$ cat src/rtl/if_fetch.sv
// rtl/if_fetch.sv - instruction fetch: bus read issue, response pairing and instruction buffer
// Reads are throttled so buffered plus in-flight instructions never exceed DEPTH.
module if_fetch #(
  parameter logic [31:0] RESET_PC = 32'h0000_0000,
  parameter int          DEPTH    = 2
) (
  input  logic        clk,
  input  logic        rst,
  input  logic        jump_en_i,
  input  logic [31:0] jump_addr_i,
  output logic        ibus_req_o,
  output logic [31:0] ibus_addr_o,
  input  logic        ibus_gnt_i,
  input  logic        ibus_rvalid_i,
  input  logic [31:0] ibus_rdata_i,
  output logic [31:0] inst_o,
  output logic [31:0] inst_addr_o,
  output logic        inst_valid_o,
  input  logic        inst_ready_i
);
  localparam int          PW  = (DEPTH > 1) ? $clog2(DEPTH) : 1;
  localparam int          CW  = $clog2(DEPTH + 1);
  localparam logic [31:0] NOP = 32'h0000_0013;

  logic [31:0]   pc_q, pc_d;
  logic [CW-1:0] out_q, out_d, disc_q, disc_d, cnt_q, cnt_d;
  logic [PW-1:0] a_wr_q, a_wr_d, a_rd_q, a_rd_d;
  logic [PW-1:0] b_wr_q, b_wr_d, b_rd_q, b_rd_d;
  logic [31:0]   a_mem_q  [DEPTH];
  logic [31:0]   b_inst_q [DEPTH];
  logic [31:0]   b_addr_q [DEPTH];
  logic [CW:0]   inflight;
  logic          grant, rsp, keep, pop;

  // Outstanding count includes reads that will be discarded, keeping the bus bounded.
  assign inflight     = {1'b0, cnt_q} + {1'b0, out_q};
  assign ibus_req_o   = !rst && !jump_en_i && (inflight < (CW+1)'(DEPTH));
  assign ibus_addr_o  = pc_q;
  assign inst_valid_o = (cnt_q != '0);
  assign inst_o       = inst_valid_o ? b_inst_q[b_rd_q] : NOP;
  assign inst_addr_o  = inst_valid_o ? b_addr_q[b_rd_q] : 32'h0;

  assign grant = ibus_req_o && ibus_gnt_i;
  assign rsp   = ibus_rvalid_i && (out_q != '0);
  assign keep  = rsp && !jump_en_i && (disc_q == '0);
  assign pop   = inst_valid_o && inst_ready_i;

  always_comb begin
    pc_d   = pc_q;
    out_d  = out_q + CW'(grant) - CW'(rsp);
    disc_d = disc_q;
    cnt_d  = cnt_q + CW'(keep) - CW'(pop);
    a_wr_d = a_wr_q;
    a_rd_d = a_rd_q;
    b_wr_d = b_wr_q;
    b_rd_d = b_rd_q;
    if (grant) begin
      pc_d   = pc_q + 32'd4;
      a_wr_d = a_wr_q + PW'(1);
    end
    if (rsp && !jump_en_i && (disc_q != '0)) disc_d = disc_q - CW'(1);
    if (keep) begin
      a_rd_d = a_rd_q + PW'(1);
      b_wr_d = b_wr_q + PW'(1);
    end
    if (pop) b_rd_d = b_rd_q + PW'(1);
    // A redirect flushes everything; whatever is still on the bus must be dropped.
    if (jump_en_i) begin
      pc_d   = {jump_addr_i[31:2], 2'b00};
      disc_d = out_d;
      cnt_d  = '0;
      a_wr_d = '0;
      a_rd_d = '0;
      b_wr_d = '0;
      b_rd_d = '0;
    end
  end

  always_ff @(posedge clk or posedge rst) begin
    if (rst) begin
      pc_q   <= {RESET_PC[31:2], 2'b00};
      out_q  <= '0;
      disc_q <= '0;
      cnt_q  <= '0;
      a_wr_q <= '0;
      a_rd_q <= '0;
      b_wr_q <= '0;
      b_rd_q <= '0;
    end else begin
      pc_q   <= pc_d;
      out_q  <= out_d;
      disc_q <= disc_d;
      cnt_q  <= cnt_d;
      a_wr_q <= a_wr_d;
      a_rd_q <= a_rd_d;
      b_wr_q <= b_wr_d;
      b_rd_q <= b_rd_d;
    end
  end

  always_ff @(posedge clk) begin
    if (grant) a_mem_q[a_wr_q] <= pc_q;
    if (keep) begin
      b_inst_q[b_wr_q] <= ibus_rdata_i;
      b_addr_q[b_wr_q] <= a_mem_q[a_rd_q];
    end
  end
endmodule
$ cat config.mk
export PLATFORM = sky130hd
export DESIGN_NAME = if_fetch
export DESIGN_NICKNAME = d
export VERILOG_FILES = /design/src/rtl/if_fetch.sv
export SDC_FILE = /design/constraint.sdc
export NUM_CORES = 1
export LEC_CHECK = 0
export BUFFER_PORTS_ARGS = -buffer_cell sky130_fd_sc_hd__buf_2
export CORE_MARGIN = 1
export CORE_UTILIZATION = 46
export CTS_CLUSTER_DIAMETER = 40
export CTS_CLUSTER_SIZE = 16
export DETAILED_ROUTE_END_ITERATION = 8
export GPL_TIMING_DRIVEN = 0
export PLACE_DENSITY = 0.71
export RECOVER_POWER = 50
export SLEW_MARGIN = 20
export SYNTH_ARGS = -nofsm -noshare
export SYNTH_HDL_FRONTEND = slang
export SYNTH_SLANG_ARGS = --single-unit
export TNS_END_PERCENT = 1
$ cat constraint.sdc
create_clock -name clk -period 5.6 [get_ports clk]
set_input_delay 1.12 -clock clk [delete_from_list [all_inputs] [get_ports clk]]
set_output_delay 1.12 -clock clk [all_outputs]
set_load 0.1 [all_outputs]
==> impl_metrics.env <==
export IMPL_num_vias=5610
export IMPL_placed_cell_area_um2=10490
export IMPL_first_global_vias=5398
export IMPL_path_buf_inv=3
export IMPL_regToRegEndpoint="disc_q[1]$_DFFE_PP0P_"
export IMPL_placedCellCount=1061
export IMPL_grt_setup_unrepaired="no"
export IMPL_relative_area_change_from_synthesis_to_final_layout_pct=23.63
export IMPL_crit_path_top_delay_cell="sky130_fd_sc_hd__nor2_1"
export IMPL_tritoncts="done"
export IMPL_clock_sinks=224
export IMPL_critPathArrivalTime_ps=3100
export IMPL_place_gp_congestion=0.8505
export IMPL_placement_rows=51
export IMPL_critical_path_cell_chain="nor2_1 > clkbuf_1 > buf_1 > nor2_1 > buf_2"
export IMPL_run_status="finished with violations"
export IMPL_postCtsSetupBuffers=0
export IMPL_synth_area_leaders="sky130_fd_sc_hd__edfxtp_1 60%, sky130_fd_sc_hd__dfrtp_1 11%, sky130_fd_sc_hd__mux2i_1 7.2%, sky130_fd_sc_hd__mux2_2 3.8%, sky130_fd_sc_hd__nor2_1 3.2%"
export IMPL_yosysUniqueCellTypes=49
export IMPL_clock_power_share=0.249
export IMPL_finClkSkew_ps=15.06
export IMPL_grt_ovfl_total=0
export IMPL_sw_frac_of_total=0.4765
export IMPL_number_of_maximum_capacitance_violations=1
export IMPL_worst_setup_path_type="reg -> out"
export IMPL_grt_start_max_net_pins=38
export IMPL_slowest_delay_ps=870
export IMPL_cts_buffers=27
export IMPL_timing_critical_path_fanout_max=10
export IMPL_reg2reg_slack_ps=2110
export IMPL_drt_wl_total_um=18820
export IMPL_die_w_um=143.1
export IMPL_drive_above_1_share=0.2725
export IMPL_postSynth_asyncResetShare=0.1786
export IMPL_switching_power_w=0.003182
export IMPL_ant_nets=0
export IMPL_powerDensity_nw_per_um2=590.0
export IMPL_hold_class="reg -> reg"
export IMPL_netlist_area_um2=9155
export IMPL_comb_power_frac=0.436
export IMPL_power_share_sequential=0.315
export IMPL_setup_slack_ps=1377
export IMPL_crit_path_leading_delay_family="buffers and inverters"
export IMPL_die_height_um=143.1
export IMPL_cts_repair_resized=0
export IMPL_cts_hold_buf=0
export IMPL_required_ps=4480
export IMPL_synth_seq_area_share=0.7129
export IMPL_detail_route_vias_per_cell=5.059
export IMPL_final_hold_viol_count=0
export IMPL_drcViolationCount=0
export IMPL_dieArea_um2=20470
export IMPL_r2r_worst_path_cells=13
export IMPL_detailedRoute_firstPassIterationCount=5
export IMPL_worstMarginPinSlew_ps=2031
export IMPL_grt_usage=0.1878
export IMPL_cp_start_kind="flip-flop"
export IMPL_synth_edf_count=184
export IMPL_finalInstanceArea_um2=11320
export IMPL_root_buffer="sky130_fd_sc_hd__clkbuf_16"
export IMPL_io_buffer_count=161
export IMPL_num_io_pins=168
export IMPL_fin_nets=902
export IMPL_finalSetupViolations=0
export IMPL_post_layout_nonfiller_instances=1109
export IMPL_clk_pin_slew_worst_paths_ps=60
export IMPL_min_period_over_period=0.7542
export IMPL_core_area_um2=19460
export IMPL_max_clock_path_buffers=3
export IMPL_finalWorstPathRequiredPeriod_ps=4223
export IMPL_max_vdd_ir_drop_v=0.0002680
export IMPL_post_synth_top_area_fraction=0.6035
export IMPL_start_util=0.4704
export IMPL_min_to="a_mem_q[1][13]$_DFFE_PP_"
export IMPL_synth_most_common_cell="sky130_fd_sc_hd__edfxtp_1"
export IMPL_critical_path_reg2reg_startpoint="cnt_q[0]$_DFF_PP0_"
export IMPL_number_of_antenna_repair_diodes=0
export IMPL_timing_max_transition_violations_final=26
export IMPL_avg_wl_per_cell_um=16.97
export IMPL_failed_checks="capacitance limit, slew limit"
export IMPL_grt_pass1_wl_um=28810
export IMPL_timing_fmax_ghz=0.2368
export IMPL_path_common_cell="sky130_fd_sc_hd__nor2_1"
export IMPL_pre_cts_slack_ps=1895
export IMPL_synth_top_cell_by_area="sky130_fd_sc_hd__edfxtp_1"
export IMPL_initial_antenna_violation_count=0
export IMPL_worst_hold_path_num_cells=0
export IMPL_synth_flop_cell="sky130_fd_sc_hd__edfxtp_1"
export IMPL_worst_setup_end_kind="output port"
export IMPL_synth_ff_latch_count=224
export IMPL_post_synth_most_frequent_cells="184 x sky130_fd_sc_hd__edfxtp_1, 79 x sky130_fd_sc_hd__nor2_1, 66 x sky130_fd_sc_hd__mux2i_1, 40 x sky130_fd_sc_hd__dfrtp_1, 39 x sky130_fd_sc_hd__nand2_1"
export IMPL_netlist_instances=620
export IMPL_dpl_hpwl_um=13410
export IMPL_h_tree_depth=1
export IMPL_detail_route_iter0_violations=337
export IMPL_timing_hold_worst_start="ibus_addr_o[13]$_DFFE_PP0P_"
export IMPL_post_synthesis_average_cell_area_um2=14.77
export IMPL_maxSlewHeadroom=-0.3547
export IMPL_power_internal_w=0.003496
export IMPL_clkLatencyLatePin_ps=520
export IMPL_p_leak_nw=4.263
export IMPL_synth_warnings=0
routing by layer:
layer | global-route usage | vias up | wire (um)
met5 | 0 | - | 0
met4 | 0.06621 | 0 | 419
met3 | 0.03689 | 33 | 1268
met2 | 0.3096 | 197 | 9214
met1 | 0.2476 | 2688 | 7916
li1 | - | 2692 | -
kinds of logic after synthesis:
group           share of synthesized area
buf+inv                           0.01927
flops                              0.7129
mux                                0.1103
xor+xnor                          0.02392
other cells                     0.0004096
compound gates                    0.03048
simple gates                      0.09239
fa+ha+maj                         0.01039
layout by cell type, fill, tap and decap left out, types with 6 or more instances in the layout:
cell type / n
sky130_fd_sc_hd__nor2_1: 78
sky130_fd_sc_hd__ha_1: 6
sky130_fd_sc_hd__buf_2: 152
sky130_fd_sc_hd__clkbuf_16: 27
sky130_fd_sc_hd__o21ai_0: 23
sky130_fd_sc_hd__mux2i_1: 66
sky130_fd_sc_hd__edfxtp_1: 184
sky130_fd_sc_hd__nand2_1: 39
sky130_fd_sc_hd__mux2_1: 20
sky130_fd_sc_hd__inv_1: 11
sky130_fd_sc_hd__nand4_1: 10
sky130_fd_sc_hd__xnor2_1: 9
sky130_fd_sc_hd__nor2b_1: 6
sky130_fd_sc_hd__and3_1: 8
sky130_fd_sc_hd__dfrtp_1: 40
sky130_fd_sc_hd__buf_4: 7
sky130_fd_sc_hd__xor2_1: 16
sky130_fd_sc_hd__clkbuf_1: 35
sky130_fd_sc_hd__mux2_2: 11
sky130_fd_sc_hd__nand3_1: 13
power by group through the flow:
stage          registers [W]  clock network [W]  logic [W]
4_1_cts              0.00211            0.00169    0.00295
2_1_floorplan        0.00231                  0    0.00225
3_5_place_dp         0.00214                  0    0.00295
3_3_place_gp         0.00215                  0    0.00289
5_1_grt              0.00212            0.00176    0.00305
6_report             0.00211            0.00166    0.00291
metrics by stage:
step	util	setup TNS (ps)	hold slack [ps]	power, W
finish	0.5815	0	544.5	0.006678
global route	0.5815	0	570.1	0.006939
CTS	0.5843	0	546.1	0.006751
detailed placement	0.5391	0	530.3	0.005090
global placement	0.5297	-243100	531.1	0.005041
floorplan	-	-46500	514.1	0.004556
state kept, by name, summed over array words and instances, names as in the netlist:
name / count
b_addr_q: 60
b_inst_q: 64
ibus_addr_o: 30
b_rd_q: 1
cnt_q: 2
b_wr_q: 1
a_rd_q: 1
a_wr_q: 1
out_q: 2
disc_q: 2
a_mem_q: 60
worst max path at each step:
stage / slack (ps) / endpoint / from / cells after the start
3_3_place_gp: -3920 / b_inst_q[0][20]$_DFFE_PP_ / jump_en_i / 4
5_1_grt: 1210 / inst_addr_o[30] / cnt_q[1]$_DFF_PP0_ / 5
3_5_place_dp: 1890 / inst_addr_o[25] / cnt_q[1]$_DFF_PP0_ / 5
2_1_floorplan: -750 / b_addr_q[0][10]$_DFFE_PP_ / jump_en_i / 3
4_1_cts: 1340 / inst_addr_o[25] / cnt_q[1]$_DFF_PP0_ / 5
6_report: 1380 / inst_addr_o[25] / cnt_q[1]$_DFF_PP0_ / 5
final cells by class:
| class | count | area (um^2) |
|---|---|---|
| plain buffers | 31 | 135.1 |
| flip-flops and latches | 224 | 6526 |
| multi-input cells | 357 | 2471 |
| clock buffers | 28 | 689.4 |
| inverters | 11 | 41.29 |
| fillers | 1541 | 8144 |
| clock inverters | 20 | 190.2 |
| repair buffers | 173 | 933.4 |
| well taps | 265 | 331.6 |
(Power assumes the default switching activity.)
